## config.mk

```make
export PLATFORM = sky130hd
export DESIGN_NAME = hot_tracker_mig_sched
export DESIGN_NICKNAME = d
export VERILOG_FILES = /design/src/rtl/hot_tracker_mig_sched.sv
export SDC_FILE = /design/constraint.sdc
export NUM_CORES = 1
export LEC_CHECK = 0
export ABC_AREA = 0
export ABC_CLOCK_PERIOD_IN_PS = 27600
export CAP_MARGIN = 25
export CORE_MARGIN = 5
export CORE_UTILIZATION = 30
export CTS_BUF_LIST = sky130_fd_sc_hd__clkbuf_2
export CTS_CLUSTER_DIAMETER = 40
export CTS_CLUSTER_SIZE = 20
export DETAILED_ROUTE_END_ITERATION = 10
export SETUP_SLACK_MARGIN = 0.4
export SYNTH_ARGS = -nofsm -noshare
export SYNTH_HDL_FRONTEND = slang
export SYNTH_SLANG_ARGS = --single-unit
```

## constraint.sdc

```tcl
create_clock -name clk -period 27.6 [get_ports clk]
set_input_delay 2.76 -clock clk [delete_from_list [all_inputs] [get_ports clk]]
set_output_delay 2.76 -clock clk [all_outputs]
set_load 0.05 [all_outputs]
```

## src/rtl/hot_tracker_mig_sched.sv

```systemverilog
// Epoch scheduler for two hot-page trackers: issues QUERY_MIG, captures
// both top-5 snapshots and streams eligible hot addresses downstream.
module hot_tracker_mig_sched #(
    parameter int ADDR_SIZE   = 28,
    parameter int CNT_SIZE    = 13,
    parameter int CMD_WIDTH   = 4,
    parameter int TOP_K       = 5,
    parameter int MIG_TIMEOUT = 64
) (
    input  logic                      clk,
    input  logic                      reset,
    input  logic                      cfg_enable,
    input  logic [31:0]               cfg_epoch_cycles,
    input  logic [2:0]                cfg_num_mig,
    input  logic [CNT_SIZE-1:0]       cfg_cnt_thresh,
    input  logic                      sw_trigger,
    output logic                      t0_query_en,
    output logic [CMD_WIDTH-1:0]      t0_query_cmd,
    output logic                      t1_query_en,
    output logic [CMD_WIDTH-1:0]      t1_query_cmd,
    input  logic                      t0_query_ready,
    input  logic                      t1_query_ready,
    output logic                      both_query_ready,
    input  logic                      t0_mig_en,
    input  logic                      t1_mig_en,
    input  logic [5*ADDR_SIZE-1:0]    t0_top_addr,
    input  logic [5*CNT_SIZE-1:0]     t0_top_cnt,
    input  logic [5*ADDR_SIZE-1:0]    t1_top_addr,
    input  logic [5*CNT_SIZE-1:0]     t1_top_cnt,
    output logic [2:0]                num_mig,
    output logic                      mig_addr_valid,
    output logic [ADDR_SIZE-1:0]      mig_addr,
    output logic                      mig_src,
    input  logic                      mig_addr_ready,
    output logic                      busy,
    output logic                      timeout_err,
    output logic [15:0]               mig_emitted_cnt
);

    localparam int TW = $clog2(MIG_TIMEOUT + 1);

    typedef enum logic [1:0] {IDLE, ISSUE, WAIT_MIG, DRAIN} state_t;

    state_t state, state_nx;

    logic [31:0]          epoch_cnt;
    logic                 pending;
    logic                 cap0, cap1;
    logic [TW-1:0]        tmo_cnt;
    logic [3:0]           slot_idx;
    logic [ADDR_SIZE-1:0] snap_addr [2][TOP_K];
    logic [CNT_SIZE-1:0]  snap_cnt  [2][TOP_K];

    logic                 epoch_hit, start, capturing, all_cap, tmo_hit;
    logic [2:0]           clamp;
    logic [3:0]           total, nm_ext, sel_slot;
    logic                 sel_src, eligible, handshake, drain_done;
    logic [ADDR_SIZE-1:0] sel_addr;
    logic [CNT_SIZE-1:0]  sel_cnt;

    assign both_query_ready = t0_query_ready & t1_query_ready;

    assign epoch_hit = cfg_enable && (cfg_epoch_cycles != 32'd0) &&
                       (epoch_cnt == cfg_epoch_cycles - 32'd1);
    assign start     = epoch_hit || sw_trigger || pending;
    assign capturing = (state == ISSUE) || (state == WAIT_MIG);
    // A mig_en pulse this cycle counts toward completion so DRAIN starts a cycle early.
    assign all_cap   = (cap0 | t0_mig_en) & (cap1 | t1_mig_en);
    assign tmo_hit   = (tmo_cnt == TW'(MIG_TIMEOUT - 1));
    assign clamp     = (cfg_num_mig > 3'd5) ? 3'd5 : cfg_num_mig;

    assign nm_ext     = {1'b0, num_mig};
    assign total      = {num_mig, 1'b0};
    assign sel_src    = (slot_idx >= nm_ext);
    assign sel_slot   = sel_src ? (slot_idx - nm_ext) : slot_idx;
    assign handshake  = mig_addr_valid && mig_addr_ready;
    assign drain_done = !mig_addr_valid && (slot_idx >= total);

    always_comb begin
        sel_addr = '0;
        sel_cnt  = '0;
        if (sel_slot < 4'(TOP_K)) begin
            sel_addr = snap_addr[sel_src][sel_slot[2:0]];
            sel_cnt  = snap_cnt[sel_src][sel_slot[2:0]];
        end
    end

    assign eligible = (sel_cnt >= cfg_cnt_thresh) && (sel_cnt != '0);

    always_ff @(posedge clk or posedge reset) begin
        if (reset) state <= IDLE;
        else       state <= state_nx;
    end

    always_comb begin
        state_nx = state;
        unique case (state)
            IDLE:     if (start) state_nx = ISSUE;
            ISSUE:    if (both_query_ready) state_nx = WAIT_MIG;
            WAIT_MIG: begin
                if (all_cap)      state_nx = DRAIN;
                else if (tmo_hit) state_nx = IDLE;
            end
            DRAIN:    if (drain_done) state_nx = IDLE;
        endcase
    end

    always_comb begin
        t0_query_en  = (state == ISSUE);
        t1_query_en  = (state == ISSUE);
        t0_query_cmd = t0_query_en ? CMD_WIDTH'(1) : '0;
        t1_query_cmd = t1_query_en ? CMD_WIDTH'(1) : '0;
        busy         = (state != IDLE);
    end

    always_ff @(posedge clk or posedge reset) begin
        if (reset) begin
            epoch_cnt       <= '0;
            pending         <= 1'b0;
            num_mig         <= '0;
            cap0            <= 1'b0;
            cap1            <= 1'b0;
            tmo_cnt         <= '0;
            slot_idx        <= '0;
            mig_addr_valid  <= 1'b0;
            mig_addr        <= '0;
            mig_src         <= 1'b0;
            timeout_err     <= 1'b0;
            mig_emitted_cnt <= '0;
            for (int t = 0; t < 2; t++) begin
                for (int k = 0; k < TOP_K; k++) begin
                    snap_addr[t][k] <= '0;
                    snap_cnt[t][k]  <= '0;
                end
            end
        end else begin
            if (sw_trigger && state != IDLE) pending <= 1'b1;
            if (capturing && t0_mig_en) begin
                cap0 <= 1'b1;
                for (int k = 0; k < TOP_K; k++) begin
                    snap_addr[0][k] <= t0_top_addr[k*ADDR_SIZE +: ADDR_SIZE];
                    snap_cnt[0][k]  <= t0_top_cnt[k*CNT_SIZE +: CNT_SIZE];
                end
            end
            if (capturing && t1_mig_en) begin
                cap1 <= 1'b1;
                for (int k = 0; k < TOP_K; k++) begin
                    snap_addr[1][k] <= t1_top_addr[k*ADDR_SIZE +: ADDR_SIZE];
                    snap_cnt[1][k]  <= t1_top_cnt[k*CNT_SIZE +: CNT_SIZE];
                end
            end
            unique case (state)
                IDLE: begin
                    if (start) begin
                        epoch_cnt <= '0;
                        pending   <= 1'b0;
                        num_mig   <= clamp;
                    end else if (cfg_enable && cfg_epoch_cycles != 32'd0) begin
                        epoch_cnt <= epoch_cnt + 32'd1;
                    end
                end
                ISSUE: tmo_cnt <= '0;
                WAIT_MIG: begin
                    if (all_cap) begin
                        slot_idx <= '0;
                    end else if (tmo_hit) begin
                        timeout_err <= 1'b1;
                        cap0        <= 1'b0;
                        cap1        <= 1'b0;
                    end else begin
                        tmo_cnt <= tmo_cnt + TW'(1);
                    end
                end
                DRAIN: begin
                    if (handshake) begin
                        mig_addr_valid <= 1'b0;
                        slot_idx       <= slot_idx + 4'd1;
                        if (mig_emitted_cnt != 16'hFFFF)
                            mig_emitted_cnt <= mig_emitted_cnt + 16'd1;
                    end else if (!mig_addr_valid) begin
                        if (drain_done) begin
                            cap0 <= 1'b0;
                            cap1 <= 1'b0;
                        end else if (eligible) begin
                            mig_addr_valid <= 1'b1;
                            mig_addr       <= sel_addr;
                            mig_src        <= sel_src;
                        end else begin
                            slot_idx <= slot_idx + 4'd1;
                        end
                    end
                end
            endcase
        end
    end

endmodule

```

==> out/qor.log, run 1 <==
INFO  logic_synthesis post_synth_instance_area=25300µm²
INFO  floorplan      die_width=300µm
INFO  route          wl=85.5mm
INFO  place          total_half_perimeter_wirelength_after_legalization_and_detailed_placement=61.4mm
INFO  timing         unrepaired_setup_endpoints_after_global_routing=no
INFO  pwr            clockPowerShare=0.148
INFO  grt            antenna_found_initial=37
INFO  pwr            power_switching=1820µW
INFO  clocking       cts_tree=done
INFO  timing         fmaxAchievable=140MHz
INFO  route          drt_via_density=5.01
INFO  clocking       cts_buffer_depth=3
INFO  grt            top_usage_layer=met2
INFO  critical_path  cp_data_required_time=28.47ns
INFO  clocking       clk-insertion-delay-late=1.20ns
INFO  logic_synthesis post_synth_num_cell_types=79
INFO  timing         finalCritPeriodShare=0.259
INFO  timing         finalSetupViolations=0
INFO  critical_path  critical_path.max_fanout=35
INFO  logic_synthesis synth.area.top_cells=sky130_fd_sc_hd__dfrtp_1 50%, sky130_fd_sc_hd__mux2_2 20%, sky130_fd_sc_hd__nand2_1 4.9%, sky130_fd_sc_hd__nand3_1 1.9%, sky130_fd_sc_hd__xnor2_1 1.7%
INFO  critical_path  worst_ep_arrival_time=8.02ns
INFO  grt            globalRouteMet3Util=0.0652
INFO  clocking       cts_htree_levels=3
INFO  clocking       clkSlewWorstSetupHoldPaths=0.14ns
INFO  logic_synthesis seq_area_frac_synth=0.503
INFO  run_status     result_of_the_run=finished clean
INFO  clocking       setup_fix_buffers_added_after_clock_tree_synthesis=0
INFO  critical_path  critical_path.endpoint_type=flip-flop
INFO  clocking       tritoncts.num_buffers=95
INFO  route          post_drt_wl_per_cell=21.6µm
INFO  logic_synthesis yosysWarnings=0
INFO  grt            grt_overflow=0
INFO  timing         finalCriticalPeriod=7.15ns
INFO  timing         worst_setup_slack_after_layout=20.45ns
INFO  grt            grt_pass1_wl=127mm
INFO  logic_synthesis synth_edf_count=0
INFO  clocking       cts_repair_resize_count=0
INFO  clocking       cts.root.buffer_cell=sky130_fd_sc_hd__clkbuf_2
INFO  logic_synthesis synth_seq_cells=508
INFO  logic_synthesis synthTopCellsByCount=508 x sky130_fd_sc_hd__dfrtp_1, 451 x sky130_fd_sc_hd__mux2_2, 327 x sky130_fd_sc_hd__nand2_1, 113 x sky130_fd_sc_hd__clkbuf_1, 94 x sky130_fd_sc_hd__nand3_1
INFO  pwr            cellInternalPower=2300µW
INFO  pwr            power.density=125nW/µm²
INFO  grt            globalRouteTotalUtil=0.183
INFO  route          drcViolationCount=0
INFO  route          antenna_violating_nets_post_route=0
INFO  timing         report.final.slew_viol_count=0
INFO  layout         layout.cell_area.non_filler=33000µm²
INFO  run            max_cap_violations=0
INFO  logic_synthesis async_reset_ff_frac=1.00
INFO  logic_synthesis synthesis.instances=2281
INFO  layout         drive_gt1_frac=0.239
INFO  layout         layout-area-overhead-vs-synth=30.4%
INFO  logic_synthesis synth.most_common_cell=sky130_fd_sc_hd__dfrtp_1
INFO  logic_synthesis synth.avg_cell_area=11.1µm²
INFO  layout         final_net_count=3278
INFO  floorplan      design.die.area=90200µm²
INFO  timing         final.setup.tns=0ns
INFO  pwr            share_comb_of_total_power=0.540
INFO  pwr            worst_ir_drop_vdd=0.0000928V
INFO  place          global_placement_routability_congestion=0.898
INFO  place          buffer_ports.inserted=522
INFO  timing         hold_viol=0
INFO  min_path       min_path_type=reg -> reg
INFO  grt            grt_start_max_net_pins=158
INFO  pwr            p_leak=0.0138µW
INFO  timing         final.setup_skew=0.216ns
INFO  critical_path  worst_setup_path_start_kind=flip-flop
INFO  pwr            power.switching_fraction=0.442
INFO  grt            groute.layer.met1.usage=0.232
INFO  logic_synthesis yosys.area.top_type=sky130_fd_sc_hd__dfrtp_1
INFO  route          detail_route.first_pass.iterations=6
INFO  logic_synthesis netlist.area_leader.share=0.503
INFO  timing         slew_headroom=0.206
INFO  logic_synthesis synth_ff_type=sky130_fd_sc_hd__dfrtp_1
INFO  timing         timing_worst_slew_pin_value=1.19ns
INFO  grt            global_route.usage.met2=0.292
INFO  clocking       clock_sinks=508
INFO  floorplan      core.rowCount=106
INFO  floorplan      top_level_ports=529
INFO  timing         hold_slack=0.500ns
INFO  grt            grt_pass1_vias=20453
INFO  floorplan      coreArea=83600µm²
INFO  route          dr_total_vias=19807
INFO  place          detailedPlace.worstSlack=20.55ns
INFO  place          placed_cell_area=31600µm²
INFO  clocking       ctsHoldBuffers=0
INFO  critical_path  path_class=reg -> reg
INFO  floorplan      fp.dieH=300µm
INFO  pwr            sequential_fraction_of_design_power=0.312
INFO  floorplan      floorplan.initialDensity=0.303
INFO  route          drtIter0Drc=1085
[flip-flops by register name, summed over array words and instances, names as in the netlist, 2 cells and up]
signal	count
tmo_cnt	7
mig_addr	28
num_mig	3
slot_idx	4
snap_addr	280
snap_cnt	130
state	2
epoch_cnt	32
mig_emitted_cnt	16
[area by class of cell]
cell class                 instances  area [µm²]
antenna                           11        27.5
tap                             1080        1350
clock inverter                    73         827
inverter                          45         176
timing repair buffer             549        5470
multi-input combinational       1582       11900
sequential                       508       12700
clock buffer                     105         526
fill                            8254       50600
[placed cells by master, fill, tap and decap left out, types with 15 or more instances in the layout]
cell type,n
sky130_fd_sc_hd__buf_4,24
sky130_fd_sc_hd__nand4_1,19
sky130_fd_sc_hd__clkdlybuf4s50_1,522
sky130_fd_sc_hd__mux2i_1,26
sky130_fd_sc_hd__nor3_1,25
sky130_fd_sc_hd__a31oi_1,40
sky130_fd_sc_hd__a311oi_1,28
sky130_fd_sc_hd__clkbuf_2,105
sky130_fd_sc_hd__xnor2_1,49
sky130_fd_sc_hd__xor2_1,37
sky130_fd_sc_hd__mux2_2,451
sky130_fd_sc_hd__a21oi_1,33
sky130_fd_sc_hd__nor2b_1,19
sky130_fd_sc_hd__nand2_1,325
sky130_fd_sc_hd__dfrtp_1,508
sky130_fd_sc_hd__o21ai_0,74
sky130_fd_sc_hd__bufinv_16,15
sky130_fd_sc_hd__ha_1,29
sky130_fd_sc_hd__nor2_1,89
sky130_fd_sc_hd__nand3_1,94
sky130_fd_sc_hd__and3_1,44
sky130_fd_sc_hd__a221oi_1,31
sky130_fd_sc_hd__inv_1,44
[through the flow]
| step | total power (µW) | util | std cells |
|---|---|---|---|
| finish | 4110 | 0.394 | 3953 |
| global route | 4400 | 0.394 | 3950 |
| CTS | 4150 | 0.394 | 3942 |
| detailed placement | 3530 | 0.378 | 3764 |
| global placement | 3510 | 0.378 | 3763 |
| floorplan | 2790 | - | 2286 |
[metal layers]
metal | vias up | routed length [µm]
met5 | - | 277
met4 | 42 | 2660
met3 | 187 | 7470
met2 | 663 | 39000
met1 | 9738 | 36100
li1 | 9177 | -
[path summary, 6_finish.rpt]
kind | startpoint | to | slack (ns) | cells past startpoint
worst max-delay path | slot_idx[0]$_DFFE_PP0P_ | mig_addr[6]$_DFFE_PP0P_ | 20.45 | 19
worst min-delay path | timeout_err$_DFFE_PP0P_ | timeout_err$_DFFE_PP0P_ | 0.50 | 1
worst max register to register | slot_idx[0]$_DFFE_PP0P_ | mig_addr[6]$_DFFE_PP0P_ | 20.45 | 19
worst min register to register | timeout_err$_DFFE_PP0P_ | timeout_err$_DFFE_PP0P_ | 0.50 | 1
max in group asynchronous | reset | mig_addr[5]$_DFFE_PP0P_ | 23.03 | 4
min in group asynchronous | reset | snap_addr[108]$_DFFE_PP0P_ | 2.09 | 2
[cell families (layout without fill, tap and decap cells)]
logic type | count (synthesis) | count (layout) | synth area share
simple gates | 678 | 678 | 0.125
flops | 508 | 508 | 0.503
mux | 478 | 478 | 0.212
compound gates | 304 | 304 | 0.0832
buf+inv | 196 | 772 | 0.0319
xor+xnor | 86 | 86 | 0.0298
fa+ha+maj | 30 | 30 | 0.0151
other cells | 1 | 17 | 0.000148
[power by group through the flow]
stage | combinational (µW) | sequential [µW] | clock [µW]
after CTS | 2240 | 1280 | 632
after global placement | 2220 | 1290 | 0
after detailed placement | 2230 | 1300 | 0
final | 2220 | 1280 | 609
after global routing | 2420 | 1320 | 665
after floorplan | 1490 | 1290 | 0
[worst max-delay path, stage by stage (launching register included)]
cell and delay (ns):
sky130_fd_sc_hd__dfrtp_1 0.99, sky130_fd_sc_hd__inv_1 0.54, sky130_fd_sc_hd__ha_1 0.39, sky130_fd_sc_hd__fa_1 0.43
sky130_fd_sc_hd__a21boi_0 0.20, sky130_fd_sc_hd__o211ai_1 0.84, sky130_fd_sc_hd__buf_4 0.40, sky130_fd_sc_hd__and2_2 0.22
sky130_fd_sc_hd__buf_4 0.46, sky130_fd_sc_hd__o21ai_0 0.16, sky130_fd_sc_hd__o21ai_0 0.28, sky130_fd_sc_hd__nor2_1 0.07
sky130_fd_sc_hd__ha_1 0.30, sky130_fd_sc_hd__o21ai_0 0.09, sky130_fd_sc_hd__a21oi_1 0.15, sky130_fd_sc_hd__o21ai_0 0.10
sky130_fd_sc_hd__a31o_2 0.23, sky130_fd_sc_hd__nor3_2 0.17, sky130_fd_sc_hd__buf_4 0.49, sky130_fd_sc_hd__mux2_2 0.39
(Power assumes the default switching activity.)
==> run 2, diff against run 1 <==
--- a/config.mk
+++ b/config.mk
@@ -6,7 +6,7 @@
 export NUM_CORES = 1
 export LEC_CHECK = 0
 export ABC_AREA = 0
-export ABC_CLOCK_PERIOD_IN_PS = 27600
+export ABC_CLOCK_PERIOD_IN_PS = 7000
 export CAP_MARGIN = 25
 export CORE_MARGIN = 5
 export CORE_UTILIZATION = 30
==> constraint.sdc (replaced) <==
create_clock -name clk -period 7 [get_ports clk]
set_input_delay 0.7 -clock clk [delete_from_list [all_inputs] [get_ports clk]]
set_output_delay 0.7 -clock clk [all_outputs]
set_load 0.05 [all_outputs]
==> out/qor.log, run 2 (same netlist as run 1, synthesis figures left out) <==
INFO  run_status     result_of_the_run=finished clean
INFO  pwr            power.density=457nW/µm²
INFO  timing         final.setup_skew=0.191ns
INFO  layout         largest_reg_flops=280
INFO  place          detailedPlace.worstSlack=1.57ns
INFO  timing         finalCritPeriodShare=0.787
INFO  clocking       tritoncts.num_buffers=94
INFO  pwr            cellInternalPower=8980µW
INFO  layout         drive_gt1_frac=0.219
INFO  route          dr_total_vias=20862
INFO  grt            grt_pass1_vias=21850
INFO  layout         layout_common_cells=522 x sky130_fd_sc_hd__clkdlybuf4s50_1, 508 x sky130_fd_sc_hd__dfrtp_1, 451 x sky130_fd_sc_hd__mux2_2
INFO  route          detail_route.first_pass.iterations=5
INFO  run            max_cap_violations=0
INFO  floorplan      fp.dieH=300µm
INFO  critical_path  path_common_cell=sky130_fd_sc_hd__o21ai_0
INFO  clocking       cts_repair_resize_count=0
INFO  timing         fmaxAchievable=181MHz
INFO  critical_path  worst_ep_arrival_time=6.44ns
INFO  timing         finalSetupViolations=0
INFO  layout         most_common_library_cell_in_the_layout_ignoring_fill_and_taps=sky130_fd_sc_hd__clkdlybuf4s50_1
INFO  pwr            power.switching_fraction=0.445
INFO  clocking       cts_tree=done
INFO  layout         layout-area-overhead-vs-synth=40.0%
INFO  layout         sequential_cell_area=12700µm²
INFO  pwr            clockPowerShare=0.136
INFO  route          post_drt_wl_per_cell=21.3µm
INFO  clocking       clk-insertion-delay-late=1.22ns
INFO  timing         final.setup.tns=0ns
INFO  timing         finalCriticalPeriod=5.51ns
INFO  critical_path  worst_setup_path_start_kind=flip-flop
INFO  critical_path  cp_data_required_time=7.93ns
INFO  grt            globalRouteTotalUtil=0.194
INFO  clocking       cts_buffer_depth=3
INFO  timing         unrepaired_setup_endpoints_after_global_routing=no
INFO  critical_path  crit_slowest_cell=sky130_fd_sc_hd__o21ai_4
INFO  place          global_placement_routability_congestion=0.883
INFO  clocking       cts_htree_levels=3
INFO  layout         area_taken_by_multi_input_logic_gates=11900µm²
INFO  layout         regMostFlops=snap_addr
INFO  critical_path  path_class=reg -> reg
INFO  critical_path  cpPeakStageDelay=0.59ns
INFO  grt            grt_start_max_net_pins=126
INFO  layout         largest_registers=snap_addr x280, snap_cnt x130, epoch_cnt x32
INFO  layout         final_net_count=3530
INFO  floorplan      top_level_ports=529
INFO  critical_path  critical_path.max_fanout=30
INFO  pwr            p_leak=0.0148µW
INFO  timing         worst_setup_slack_after_layout=1.49ns
INFO  critical_path  critical_path.endpoint_type=flip-flop
INFO  grt            antenna_found_initial=18
INFO  clocking       clock_sinks=508
INFO  place          total_half_perimeter_wirelength_after_legalization_and_detailed_placement=63.5mm
INFO  place          buffer_ports.inserted=522
INFO  floorplan      coreArea=83600µm²
INFO  critical_path  setup.reg_to_reg.worst_slack=1.49ns
INFO  route          drtIter0Drc=1200
INFO  pwr            worst_ir_drop_vdd=0.000349V
INFO  critical_path  critical_path.cell_chain=ha_1, fa_1, a21boi_0, o21ai_4, buf_4, a211oi_1, o21ai_0, o2111ai_1, or2_2, ha_1, nor2b_1, o21a_1, o21ai_0, a21oi_1, o21ai_0, a31o_2, nor3_2, buf_4, mux2_2
INFO  clocking       cts.root.buffer_cell=sky130_fd_sc_hd__clkbuf_2
INFO  timing         report.final.slew_viol_count=0
INFO  floorplan      design.die.area=90200µm²
INFO  clocking       setup_fix_buffers_added_after_clock_tree_synthesis=0
INFO  min_path       min_path_type=in -> reg
INFO  grt            grt_pass1_wl=136mm
INFO  timing         slew_headroom=0.351
INFO  layout         nFillCells=7954
INFO  route          drt_via_density=4.96
INFO  route          wl=89.4mm
INFO  critical_path  timing.critical_path.max_delay_family=compound AO/OA/AOI/OAI gates
INFO  timing         timing_worst_slew_pin_value=0.974ns
INFO  floorplan      core.rowCount=106
INFO  timing         hold_viol=0
INFO  grt            grt_overflow=0
INFO  critical_path  cp.buffers_inverters=2
INFO  floorplan      floorplan.initialDensity=0.303
INFO  pwr            power_switching=7200µW
INFO  route          drcViolationCount=0
INFO  pwr            share_comb_of_total_power=0.549
INFO  route          antenna_violating_nets_post_route=0
INFO  clocking       clkSlewWorstSetupHoldPaths=0.19ns
INFO  pwr            sequential_fraction_of_design_power=0.314
INFO  floorplan      die_width=300µm
run 2: final timing paths:
check / startpoint / end / depth (start not counted)
hold / removal: t1_top_cnt[8] / snap_cnt[60]$_DFFE_PP0P_ / 2
setup reg to reg: num_mig[0]$_DFFE_PP0P_ / mig_addr[17]$_DFFE_PP0P_ / 19
setup / recovery: num_mig[0]$_DFFE_PP0P_ / mig_addr[17]$_DFFE_PP0P_ / 19
hold reg to reg: mig_emitted_cnt[15]$_DFFE_PP0P_ / mig_emitted_cnt[15]$_DFFE_PP0P_ / 1
min in group asynchronous: reset / snap_addr[137]$_DFFE_PP0P_ / 3
max in group asynchronous: reset / snap_addr[147]$_DFFE_PP0P_ / 5
run 2: final cells by class:
class | count | area share
Sequential cell | 508 | 0.359
Inverter | 45 | 0.00488
Tap cell | 1080 | 0.0382
Timing Repair Buffer | 802 | 0.227
Antenna cell | 13 | 0.000919
Clock inverter | 71 | 0.0200
Clock buffer | 101 | 0.0143
Multi-Input combinational cell | 1582 | 0.335
run 2: repair_timing:
action / in CTS / in global routing
setup endpoints to repair: 0 / 0
hold buffers: 248 / 0
endpoints found under the hold margin: 262 / 0
run 2: per-stage QoR:
step | cells | util | hold WS, ns | instance area [µm²] | power [µW]
floorplan | 2286 | - | 0.471 | 25300 | 11000
global placement | 3768 | 0.379 | 0.482 | 31700 | 13800
detailed placement | 3768 | 0.379 | 0.482 | 31700 | 13900
CTS | 4188 | 0.423 | 0.000820 | 35300 | 16300
global route | 4194 | 0.423 | 0.0533 | 35400 | 17400
finish | 4202 | 0.424 | 0.174 | 35400 | 16200
run 2: power groups by stage:
stage / logic [µW] / registers [µW] / clock network, µW
finish: 8890 / 5080 / 2210
global route: 9710 / 5220 / 2420
CTS: 8950 / 5070 / 2300
detailed placement: 8800 / 5130 / 0
global placement: 8720 / 5120 / 0
floorplan: 5890 / 5090 / 0
run 2: metal layers:
metal	GRT usage	wire length [µm]	vias up
met2	0.324	42500	606
met3	0.0544	6580	123
met4	0.0477	1940	12
met1	0.249	38400	10425
li1	-	-	9696
met5	0	72	-
